**src/rtl/step_clock_gen.sv**
```systemverilog
// step_clock_gen: Bpm-driven 16th-note Step/Beat/Bar pulse generator gated by Play; optional Swing input via STEP_CLOCK_SWING_EN
module step_clock_gen #(
  parameter int CLK_HZ = 50_000_000,
  parameter int ACC_W = 30
) (
  input  logic       Clock,
  input  logic       nReset,
  input  logic       Play,
  input  logic [7:0] Bpm,
`ifdef STEP_CLOCK_SWING_EN
  input  logic [2:0] Swing,
`endif
  output logic       Step,
  output logic [3:0] Step_index,
  output logic       Beat,
  output logic       Bar,
  output logic       Running
);
  localparam logic [ACC_W:0] T = (ACC_W+1)'(CLK_HZ * 15);
  typedef enum logic {IDLE, RUN} state_t;
  state_t state_q, state_d;
  logic play_m_q, play_s_q, play_d_q;
  logic [ACC_W-1:0] acc_q, acc_d;
  logic step_q, step_d, beat_q, beat_d, bar_q, bar_d;
  logic [3:0] idx_q, idx_d;
  logic [7:0] bpm_c;
  logic [ACC_W:0] t_cur, sum;
  logic start, run, hit;
`ifdef STEP_CLOCK_SWING_EN
  localparam logic [ACC_W:0] T8 = (ACC_W+1)'(CLK_HZ * 15 / 8);
  logic [2:0] swing_q, swing_d;
  always_comb begin
    t_cur = idx_q[0] ? T8 * (ACC_W+1)'(4'd8 - {1'b0, swing_q}) : T8 * (ACC_W+1)'(4'd8 + {1'b0, swing_q});
    swing_d = step_d ? Swing : swing_q;
  end
  always_ff @(posedge Clock or negedge nReset)
    if (!nReset) swing_q <= '0;
    else swing_q <= swing_d;
`else
  assign t_cur = T;
`endif
  always_comb begin
    bpm_c = Bpm < 8'd40 ? 8'd40 : Bpm > 8'd240 ? 8'd240 : Bpm;
    sum = {1'b0, acc_q} + (ACC_W+1)'(bpm_c);
    start = play_s_q & ~play_d_q;
    run = state_q == RUN && play_s_q;
    hit = run && sum >= t_cur;
    state_d = (state_q == IDLE ? start : play_s_q) ? RUN : IDLE;
    acc_d = run ? ACC_W'(hit ? sum - t_cur : sum) : '0;
    step_d = state_q == IDLE ? start : hit;
    idx_d = state_q == IDLE && start ? 4'd0 : hit ? idx_q + 4'd1 : idx_q;
    beat_d = step_d && idx_d[1:0] == 2'd0;
    bar_d = step_d && idx_d == 4'd0;
  end
  always_ff @(posedge Clock or negedge nReset)
    if (!nReset) begin
      play_m_q <= 1'b0;
      play_s_q <= 1'b0;
      play_d_q <= 1'b0;
      state_q <= IDLE;
      acc_q <= '0;
      step_q <= 1'b0;
      idx_q <= '0;
      beat_q <= 1'b0;
      bar_q <= 1'b0;
    end else begin
      play_m_q <= Play;
      play_s_q <= play_m_q;
      play_d_q <= play_s_q;
      state_q <= state_d;
      acc_q <= acc_d;
      step_q <= step_d;
      idx_q <= idx_d;
      beat_q <= beat_d;
      bar_q <= bar_d;
    end
  assign Step = step_q;
  assign Step_index = idx_q;
  assign Beat = beat_q;
  assign Bar = bar_q;
  assign Running = play_s_q;
endmodule
```
**config.mk**
```make
export PLATFORM = sky130hd
export DESIGN_NAME = step_clock_gen
export DESIGN_NICKNAME = d
export VERILOG_FILES = /design/src/rtl/step_clock_gen.sv
export SDC_FILE = /design/constraint.sdc
export NUM_CORES = 1
export LEC_CHECK = 0
export CAP_MARGIN = 30
export CORE_MARGIN = 3
export CORE_UTILIZATION = 45
export CTS_CLUSTER_DIAMETER = 30
export DETAILED_ROUTE_END_ITERATION = 8
export PLACE_DENSITY_LB_ADDON = 0.15
export SLEW_MARGIN = 25
export SYNTH_ARGS = -nofsm -noshare
export SYNTH_HDL_FRONTEND = slang
export SYNTH_SLANG_ARGS = --single-unit
```
**constraint.sdc**
```tcl
create_clock -name Clock -period 5.4 [get_ports Clock]
set_clock_uncertainty 0.2 [all_clocks]
set_input_delay 0.81 -clock Clock [delete_from_list [all_inputs] [get_ports Clock]]
set_output_delay 0.81 -clock Clock [all_outputs]
set_load 0.03 [all_outputs]
```
=== Yosys cells after proc, flatten, opt, wreduce, memory -nomap -nowiden ===
Cells that the tools add are included.

* Input bits: 11
* Bits in read-only memories: 0
* Register bits: 41
* Memories: 0
* RAM bits: 0
* Bits in latches: 0

* Bitwise gates (word level): 3
* Div/mod/pow operators: 0
* Equality and inequality tests: 0
* Shift operators: 0
* $lt $le $gt $ge: 3
* Muxes and demuxes: 9
* Multipliers: 0
* Add/sub/neg operators: 3
* Reduce and logical (&&, ||, !) cells: 7

{| class="wikitable"
|+ Operators with widths
! kind !! count
|-
| 30-bit two-way mux || 2
|-
| 30-bit by 8-bit adder with 31-bit output || 1
|-
| 31-bit by 30-bit >= comparator with 1-bit output (second input constant) || 1
|-
| 30-bit subtractor (second input constant) || 1
|-
| 8-bit two-way mux || 2
|-
| 8-bit greater-than comparator (second input constant) || 1
|-
| 8-bit by 6-bit < comparator with 1-bit output (second input constant) || 1
|-
| 4-bit two-way mux || 2
|-
| 1-bit logical AND || 5
|-
| 4-bit by 1-bit adder with 4-bit output (second input constant) || 1
|-
| 4-bit zero test || 1
|-
| 1-bit two-way mux || 3
|-
| 2-bit zero test || 1
|-
| 1-bit NOT || 2
|-
| 1-bit AND || 1
|}

=== Longest topological paths before layout ===
* Depth after elaboration: 10
* Gate-level depth with buffers: 19

=== Least setup slack after synthesis ===
OpenSTA, ideal clock, no wires.

* Path type: input port to flip-flop
* From: input Bpm[5]
* To: register idx_q[3] (netlist: Step_index[3])
* Data arrival time: 4.567 ns
* Path slack: 0.563 ns
* Stages: 16
* Library setup time: 0.070 ns
* Cells stage by stage: nand2_1 a2bb2oi_1 and2_1 ha_1 inv_1 fa_1 nand2b_1 a2111o_1 a21boi_2 xnor2_1 nand3b_1 o41ai_4 o311ai_4 and2_1 or4_1 nand3_1

* Cells in the longest elaborated chain, start to end: 8
* Elaborated cells on any way between the ends: 9

{| class="wikitable"
|+ Ends and longest elaborated chain
! element !! line !! text
|-
| from (decl) || 9 || <nowiki>input logic [7:0] Bpm,</nowiki>
|-
| 8-bit greater-than comparator || 43 || <nowiki>bpm_c = Bpm < 8'd40 ? 8'd40 : Bpm > 8'd240 ? 8'd240 : Bpm;</nowiki>
|-
| 8-bit two-way mux || 43 ||
|-
| 8-bit two-way mux * || 43 ||
|-
| 30-bit by 8-bit adder with 31-bit output * || 44 || <nowiki>sum = {1'b0, acc_q} + (ACC_W+1)'(bpm_c);</nowiki>
|-
| 31-bit by 30-bit >= comparator with 1-bit output * || 47 || <nowiki>hit = run && sum >= t_cur;</nowiki>
|-
| 1-bit logical AND * || 47 ||
|-
| 4-bit two-way mux * (2 in series) || 51 || <nowiki>idx_d = state_q == IDLE && start ? 4'd0 : hit ? idx_q + 4'd1 : idx_q;</nowiki>
|-
| via idx_d[3] || 25 || <nowiki>logic [3:0] idx_q, idx_d;</nowiki>
|-
| to (signal assigned) || 73 || <nowiki>idx_q <= idx_d;</nowiki>
|-
| to (decl) || 25 ||
|}

Mark *: on every way through the listed nets, which the timed path passes. The rest lies on a longest branch.

=== Worst setup path after layout ===
* From: input Bpm[7]
* To: register idx_q[3] (netlist: Step_index[3])

The elaborated chain is that of the path after synthesis.

==> flow_summary.toml <==
[run_status]
status = "finished clean"

[floorplan]
core_area_sq_mm = 0.00737
rows = 31
die_area_sq_mm = 0.00878
fp.dieH_um = 93.7
fp.dieW_um = 93.7
initial_utilization_pct = 47.0
io_pins = 19

[finish]
stdcell_count = 547
drive_gt1_share_pct = 15.8
fin_nets = 469
diodes = 0
area_delta_synth_final_pct = 17.0
finalInstanceArea_sq_mm = 0.00405

[place]
port_buffers = 18
dpl.cell_count = 538
dpl-instance-area_sq_mm = 0.00394
dp_hpwl_mm = 6.90
globalplace.congestion = 0.938

[logic_synthesis]
synth-edff-count = 0
synth-warning-count = 0
syn_nets = 427
synthArstFlopShare_pct = 100
synthFlopType = "dfrtp_1"
yosysSeqAreaShare_pct = 29.6
yosys.cell_types.count = 76
ys_seq_elements = 41
syn-mean-instance-area_sq_um = 8.55
syn-cell-area_sq_mm = 0.00346
syn_inst = 405

[sta]
period_share_pct = 96.0
hold_viol = 0
max_freq_mhz = 193
tightest_slew_ns = 0.748
fin_crit_ns = 5.18
slew_violations = 0
hold_ws_ns = 0.161
slew_headroom_pct = 49.6
setup_viol = 0

[hold_path]
hp-class = "flop to flop"

[global_route]
grt_use_total_pct = 22.0
grt.overflow.total = 0
first_global_vias = 3192
grt_start_max_net_pins = 27
antenna_found_initial = 0
grt_pass1_wl_mm = 15.4

[routing]
wire_per_inst_um = 16.5
drtIter0Drc = 100
routed_wl_mm = 9.02
first_pass_iters = 5
routed_via_density = 5.85
antenna_left = 0
vias = 3202
drc = 0

[cts]
clock_path_buffers = 2
clkTransAtPathRegs_ns = 0.10
htree_levels = 2
clock_sinks = 41
clock_latency_ns = 0.32
ctsHoldBuffers = 0
root_buffer = "clkbuf_8"
cts_tree = "done"
numCtsBuffers = 5

[worst_setup_path]
critPathRequiredTime_ns = 5.46
critPathMaxFanout = 11
path_class = "primary input to flop"
slowest_stage = "clkdlybuf4s50_1"
cp-end-kind = "flop"
slowest_delay_ns = 0.53
crit_arrival_ns = 5.24
crit_buf_inv = 2
path_cells = "clkdlybuf4s50_1 > nor2_1 > a2bb2oi_2 > and2_1 > ha_1 > inv_1 > fa_1 > nand2b_1 > a2111o_1 > a21oi_1 > o211a_4 > o211ai_4 > o41ai_4 > o311ai_4 > and2_2 > or4_1 > nand3_1"
worst_setup_path_start_kind = "primary input"
path_delay_family = "compound AO/OA/AOI/OAI gates"

[power_and_ir_drop]
p_total_mw = 0.692
power_leakage_nw = 1.57
vdd_drop_max_mv = 0.129
p_per_area_mw_per_mm2 = 171

[flow_run]
maxCapViolCount = 0
-- synthesized netlist by cell type, drive strengths merged, types with 10 or more instances --
| cell | number | area (sq um) |
|---|---|---|
| nand2 | 40 | 153 |
| and2 | 10 | 62.6 |
| nor3 | 15 | 80.1 |
| dfrtp | 41 | 1030 |
| xnor2 | 27 | 244 |
| xor2 | 16 | 148 |
| nor2 | 42 | 158 |
| a21oi | 23 | 119 |
| nand3 | 15 | 75.1 |
| o21ai | 27 | 139 |
| a211oi | 14 | 128 |
| ha | 10 | 125 |
| inv | 11 | 41.3 |
-- placed cells by master, fill, tap and decap left out, types with 4 or more instances in the layout --
| cell | synthesis | routed |
|---|---|---|
| nor2_1 | 42 | 42 |
| dfrtp_1 | 41 | 41 |
| nand2_1 | 39 | 39 |
| buf_4 | 5 | 32 |
| xnor2_1 | 26 | 26 |
| a21oi_1 | 22 | 22 |
| o21ai_0 | 17 | 17 |
| clkdlybuf4s50_1 | 0 | 17 |
| nand3_1 | 15 | 15 |
| xor2_1 | 15 | 15 |
| nor3_1 | 14 | 14 |
| a211oi_1 | 11 | 11 |
| inv_1 | 11 | 11 |
| ha_1 | 10 | 10 |
| o21ai_1 | 9 | 9 |
| o21a_1 | 8 | 8 |
| and2_1 | 9 | 8 |
| nand2b_1 | 5 | 5 |
| nor4_1 | 5 | 5 |
| a31oi_1 | 5 | 5 |
| clkbuf_8 | 0 | 5 |
| nand4_1 | 4 | 4 |
-- stage by stage --
stage	setup slack, ns	TNS (ns)	utilization (%)
after global routing	-0.0161	-0.0225	55.0
final	0.218	0	55.0
after detailed placement	-0.269	-2.90	53.4
after global placement	-0.154	-0.752	53.1
after CTS	0.0613	0	54.8
after floorplan	0.563	0	-
-- logic make-up (layout without fill, tap and decap cells) --
family	Yosys count	count (layout)	synth area share [%]
buf+inv	27	70	3.58
flops	41	41	29.6
simple gates	156	156	22.4
xor+xnor	43	43	11.3
compound gates	125	125	28.3
mux	2	2	0.578
fa+ha+maj	11	11	4.19
-- power by group --
part	total (mW)	leakage (nW)	switching (mW)	internal [mW]
logic	0.126	0.959	0.0742	0.0520
clock network	0.238	0.0511	0.140	0.0979
registers	0.327	0.558	0.0107	0.316
total	0.692	1.57	0.225	0.466
-- worst register-to-register path: stages (launching register included) --
cell and delay (ns):
dfrtp_1 0.34, ha_1 0.18, inv_1 0.06, fa_1 0.37, nand2b_1 0.23, a2111o_1 0.51, a21oi_1 0.27, o211a_4 0.23
o211ai_4 0.12, o41ai_4 0.45, o311ai_4 0.13, and2_2 0.30, or4_1 0.51, nand3_1 0.08
-- flip-flops by register name, summed over array words and instances (netlist names) --
| signal | flops |
|---|---|
| Step | 1 |
| Running | 1 |
| state_q | 1 |
| play_m_q | 1 |
| Beat | 1 |
| acc_q | 30 |
| play_d_q | 1 |
| Bar | 1 |
| Step_index | 4 |
-- timing repair --
| action | CTS | global route |
|---|---|---|
| resized for setup | 0 | 2 |
| endpoints found under the hold margin | 0 | 0 |
| buffers inserted | 0 | 1 |
| endpoints found under the setup margin | 0 | 17 |
-- path summary, 6_finish.rpt --
kind,depth (start not counted),from,slack (ns),endpoint
min in group asynchronous,1,nReset,0.26,acc_q[15]
min reg2reg,0,play_m_q,0.16,Running
min,0,play_m_q,0.16,Running
max,17,Bpm[7],0.22,Step_index[3]
max in group asynchronous,2,nReset,4.25,acc_q[3]
max reg2reg,13,acc_q[0],1.37,Step_index[3]
-- area by class of cell --
| cell class | instances | area, sq um |
|---|---|---|
| Clock buffer | 5 | 68.8 |
| Timing Repair Buffer | 51 | 443 |
| Multi-Input combinational cell | 337 | 2320 |
| Clock inverter | 3 | 28.8 |
| Inverter | 11 | 41.3 |
| Tap cell | 99 | 124 |
| Sequential cell | 41 | 1030 |
| Fill cell | 700 | 3320 |
-- metal layers --
layer  GRT usage (%)  part of all wire, %  up-vias
met5               0                    0        -
met4            5.90                  1.4        0
met3            4.33                  4.6       10
met2            35.1                   46       93
met1            30.3                   48     1530
li1                -                    -     1569
No activity file was read; power rests on OpenSTA's default activity.
